## config.mk

```make
export PLATFORM = sky130hd
export DESIGN_NAME = jt12_timer_ab
export DESIGN_NICKNAME = d
export VERILOG_FILES = /design/src/rtl/jt12_pkg.sv /design/src/rtl/jt12_timer_cnt.sv /design/src/rtl/jt12_timer_ab.sv
export SDC_FILE = /design/constraint.sdc
export NUM_CORES = 1
export LEC_CHECK = 0
export CAP_MARGIN = 20
export CORE_AREA = 2 2 57 86
export CTS_CLUSTER_DIAMETER = 40
export DETAILED_ROUTE_END_ITERATION = 6
export DIE_AREA = 0 0 59 88
export GPL_ROUTABILITY_DRIVEN = 0
export HOLD_SLACK_MARGIN = 0.08
export MAX_ROUTING_LAYER = met4
export SYNTH_ARGS = -nofsm -noshare
export SYNTH_HDL_FRONTEND = slang
export SYNTH_SLANG_ARGS = --single-unit
```

## constraint.sdc

```tcl
create_clock -name clk -period 2.8 [get_ports clk]
set_input_delay 0.56 -clock clk [delete_from_list [all_inputs] [get_ports clk]]
set_output_delay 0.56 -clock clk [all_outputs]
set_load 0.05 [all_outputs]
```

## src/rtl/jt12_pkg.sv

```systemverilog
// Shared widths for the YM2612 timer A/B block.
package jt12_pkg;
  localparam int TA_W               = 10;
  localparam int TB_W               = 8;
  localparam int TB_PRESC_W_DEFAULT = 4;
endpackage

```

## src/rtl/jt12_timer_cnt.sv

```systemverilog
// Reloadable up-counter with a load-edge reload, an overflow pulse and a status flag.
module jt12_timer_cnt
  import jt12_pkg::*;
#(
  parameter int W = TA_W
) (
  input  logic         clk,
  input  logic         rst_n,
  input  logic         clk_en_i,
  input  logic         load_i,
  input  logic         advance_i,
  input  logic [W-1:0] start_value_i,
  input  logic         en_irq_i,
  input  logic         clr_flag_i,
  output logic         load_q_o,
  output logic         overflow_o,
  output logic         flag_o
);

  logic [W-1:0] cnt_q, cnt_d;
  logic         load_q;
  logic         ovf_q;
  logic         flag_q, flag_d;
  logic         load_edge;
  logic         wrap;

  // A rising load edge reloads without advancing; wrap reloads the preset, not zero.
  always_comb begin
    load_edge = load_i & ~load_q;
    wrap      = load_i & load_q & advance_i & (cnt_q == {W{1'b1}});
    cnt_d     = cnt_q;
    if (load_edge) begin
      cnt_d = start_value_i;
    end else if (load_i & advance_i) begin
      cnt_d = wrap ? start_value_i : cnt_q + 1'b1;
    end
    flag_d = (wrap & en_irq_i) | (flag_q & ~clr_flag_i);
  end

  always_ff @(posedge clk or negedge rst_n) begin
    if (!rst_n) begin
      cnt_q  <= '0;
      load_q <= 1'b0;
      ovf_q  <= 1'b0;
      flag_q <= 1'b0;
    end else if (clk_en_i) begin
      cnt_q  <= cnt_d;
      load_q <= load_i;
      ovf_q  <= wrap;
      flag_q <= flag_d;
    end
  end

  assign load_q_o   = load_q;
  assign overflow_o = ovf_q;
  assign flag_o     = flag_q;

endmodule

```

## src/rtl/jt12_timer_ab.sv

```systemverilog
// YM2612 timers A and B: A counts FM sample ticks, B counts ticks through a prescaler.
module jt12_timer_ab
  import jt12_pkg::*;
#(
  parameter int TB_PRESC_W = TB_PRESC_W_DEFAULT
) (
  input  logic            clk,
  input  logic            rst_n,
  input  logic            clk_en,
  input  logic            tick,
  input  logic [TA_W-1:0] value_A,
  input  logic [TB_W-1:0] value_B,
  input  logic            load_A,
  input  logic            load_B,
  input  logic            en_irq_A,
  input  logic            en_irq_B,
  input  logic            clr_flag_A,
  input  logic            clr_flag_B,
  output logic            overflow_A,
  output logic            flag_A,
  output logic            flag_B,
  output logic            irq_n
);

  logic [TB_PRESC_W-1:0] presc_q, presc_d;
  logic                  b_load_q;
  logic                  b_advance;
  logic                  irq_n_q;
  logic                  a_load_q_unused;
  logic                  overflow_b_unused;

  // The prescaler restarts on B's load edge so the first B period is always full.
  always_comb begin
    presc_d = presc_q;
    if (load_B & ~b_load_q) begin
      presc_d = '0;
    end else if (load_B & tick) begin
      presc_d = presc_q + 1'b1;
    end
    b_advance = tick & (presc_q == {TB_PRESC_W{1'b1}});
  end

  always_ff @(posedge clk or negedge rst_n) begin
    if (!rst_n) begin
      presc_q <= '0;
      irq_n_q <= 1'b1;
    end else if (clk_en) begin
      presc_q <= presc_d;
      irq_n_q <= ~(flag_A | flag_B);
    end
  end

  jt12_timer_cnt #(.W(TA_W)) u_timer_a (
    .clk          (clk),
    .rst_n        (rst_n),
    .clk_en_i     (clk_en),
    .load_i       (load_A),
    .advance_i    (tick),
    .start_value_i(value_A),
    .en_irq_i     (en_irq_A),
    .clr_flag_i   (clr_flag_A),
    .load_q_o     (a_load_q_unused),
    .overflow_o   (overflow_A),
    .flag_o       (flag_A)
  );

  jt12_timer_cnt #(.W(TB_W)) u_timer_b (
    .clk          (clk),
    .rst_n        (rst_n),
    .clk_en_i     (clk_en),
    .load_i       (load_B),
    .advance_i    (b_advance),
    .start_value_i(value_B),
    .en_irq_i     (en_irq_B),
    .clr_flag_i   (clr_flag_B),
    .load_q_o     (b_load_q),
    .overflow_o   (overflow_b_unused),
    .flag_o       (flag_B)
  );

  assign irq_n = irq_n_q;

endmodule

```

==> results by group <==
Power and ir drop
  • Overall Power: 1265 uW
  • Max IR drop VDD: 0.0002686 V
  • P_leak: 0.0008546 uW
  • Power per cell area: 588.0 nW/um2

Synth
  • Sequential-to-total area share from yosys stat: 40.24%
  • EDFF count, synth: 0
  • Yosys top cell by area: dfrtp_1
  • Cell Area, Synth: 1744 um2
  • Post-synth top area share: 38.74%
  • Async SR Flop Fraction: 100.0%
  • Top post-synthesis cells by count: dfrtp_1 (27), nand2_1 (19), a21oi_1 (18), nand3_1 (16), o21ai_0 (14)
  • Area contributors post-synth: dfrtp_1 (39%), a21oi_1 (5.2%), mux2i_1 (4.6%)
  • Most common cell in the netlist: dfrtp_1
  • Seq cells post-synth: 28
  • Distinct cells, synth: 46
  • Post-synthesis instance total: 195
  • Yosys warns: 0
  • Synthesized Nets: 226
  • Syn avg cell area: 8.944 um2
  • Main synth FF type: dfrtp_1

Place
  • HPWL Detailed: 3511 um
  • Placed Area: 2096 um2
  • PortBufs: 31

Critical path
  • Worst Path Required: 2.24 ns
  • Worst Setup End Kind: output pin
  • Reg2reg path depth: 5
  • Critical-path cell list: clkdlybuf4s50_1
  • Slowest cell on crit path: clkdlybuf4s50_1
  • CP Launch Type: flip-flop
  • R2r endpoint: u_timer_b.cnt_q[7]
  • Critical Setup Path Class: reg2out
  • Flop2flop setup slack: 0.86 ns
  • WP buf/inv: 1
  • Crit Path Max Fanout: 2
  • Crit-path max cell delay: 0.79 ns
  • Reg2reg start: u_timer_b.cnt_q[0]
  • Worst EP arrival: 1.60 ns
  • Delay-heaviest family, CP: buffers and inverters

Routing
  • Post-Route WL: 4621 um
  • Residual DRC: 0
  • Drt wl/cell: 16.93 um
  • Router iterations before antenna repair: 4
  • Final ANT Viol Nets: 0
  • Vias: 1,694
  • Vias per inst: 6.205
  • 1st-iter DRT viols: 77

Die
  • Die width: 59 um
  • Die Ht: 88 um
  • Initial core utilization: 39.38%
  • Core ar.: 4429 um2
  • Ports: 32
  • Rows: 30
  • Die area: 5192 um2

STA
  • Min Tclk post-route: 2.160 ns
  • RSZ-0062 raised after global routing: false
  • Final setup violation count: 0
  • Period Utilization, post-route: 77.14%
  • Slew @ Worst Pin: 0.6202 ns
  • Fmax: 0.4630 GHz
  • Layout Skew: 0.005159 ns
  • Max Slew Vio Count: 0
  • Final Hold Vio Count: 0
  • Slew headroom: 58.46%
  • TNS Setup: 0 ns

Layout
  • Area grow syn2layout: 23.31%
  • Design area: 2151 um2
  • Layout cells sized above 1: 7.556%
  • Final nets: 257
  • Ant. Diodes: 0
  • Final Util: 48.56%

Clock network
  • H-tree Lvls: 1
  • Clk buf depth: 2
  • Post-CTS sizing: 0
  • Clock slew at reported path FFs: 0.10 ns
  • CTS Sinks: 28
  • Hold-fix buffers, CTS: 0
  • Clock latency on the worst-skew pair: 0.27 ns
  • Post CTS Setup Buffer Count: 0
  • Number of CTS-inserted buffers: 3
  • CTS tree: built
  • CTS root buf: clkbuf_8

Worst hold path
  • Hold Startpoint: u_timer_b.cnt_q[0]
  • Hold Crit Class: reg2reg
  • Min-Delay Path Depth: 1
  • Hold Crit Endpoint: u_timer_b.cnt_q[0]

GRT
  • GRT Overall Usage: 20.57%
  • Vias in the first global route: 1,710
  • Antenna violations before repair: 0
  • Remaining Overflow, GRT: 0
  • Pin count of the biggest net entering global routing: 29
  • First-pass GRT wire length: 8045 um

Flow run
  • Max-Cap Viols: 0

Status
  • Status: finished clean
==> sequential cells by signal, summed over array words and instances, names as in the netlist <==
signal and flops:
u_timer_a.cnt_q 10, u_timer_b.cnt_q 8, presc_q 4, irq_n 1
u_timer_a.flag_o 1, u_timer_a.load_q_o 1, u_timer_a.overflow_o 1, u_timer_b.flag_o 1
u_timer_b.load_q_o 1
==> per-stage QoR <==
step                      setup WS [ns]  std cells  hold WS (ns)
after global routing             0.5880        273        0.5329
final                            0.6400        273        0.5048
after detailed placement         0.3797        269        0.4941
after floorplan                  0.9779        195        0.2644
after CTS                        0.6246        273        0.5086
after global placement           0.4066        269        0.4926
==> area by class of cell <==
class / count / area, um2
fillers: 430 / 2278
multi-input cells: 152 / 967.2
flip-flops and latches: 28 / 701.9
repair buffers: 36 / 347.8
well taps: 48 / 60.06
clock buffers: 4 / 55.05
inverters: 5 / 18.77
==> worst max-delay path by stage <==
| stage | startpoint | endpoint | slack [ns] | depth (start not counted) |
|---|---|---|---|---|
| global route | irq_n | irq_n | 0.59 | 1 |
| detailed placement | tick | u_timer_a.cnt_q[9] | 0.38 | 5 |
| CTS | irq_n | irq_n | 0.62 | 1 |
| finish | irq_n | irq_n | 0.64 | 1 |
| global placement | tick | u_timer_a.cnt_q[9] | 0.41 | 5 |
| floorplan | u_timer_b.cnt_q[0] | u_timer_b.cnt_q[7] | 0.98 | 6 |
==> layout by cell type, fill, tap and decap left out, types with 4 or more instances in the layout <==
cell type,synthesis,layout
clkdlybuf4s50_1,0,31
dfrtp_1,27,27
nand2_1,19,19
a21oi_1,18,18
nand3_1,16,16
o21ai_0,14,14
nor2_1,11,11
nand4_1,9,9
mux2i_1,8,8
inv_1,5,5
and4_1,5,5
o211ai_1,5,5
and3_1,5,5
buf_4,0,5
nor3_1,4,4
clkbuf_8,0,4
==> where the power goes <==
group | switching (uW) | internal (uW) | leakage (uW)
sequential | 145 | 504 | 0.000335
combinational | 180 | 184 | 0.000491
clock | 126 | 126 | 0.0000288
==> cell families after synthesis <==
| group | count (synthesis) | share of synthesized area (%) |
|---|---|---|
| AND/OR/NAND/NOR | 81 | 25.11 |
| AO/OA/AOI/OAI | 59 | 22.96 |
| flip-flops | 28 | 40.24 |
| buffers and inverters | 15 | 4.304 |
| multiplexers | 9 | 5.237 |
| adder cells (fa/ha/maj) | 3 | 2.152 |
==> layer usage <==
layer,GRT usage [%],share of wire (%)
met1,21.53,38
met2,38.59,56
met3,1.920,3.5
met4,7.645,2.7
met5,-,0
No activity file was read; power rests on OpenSTA's default activity.
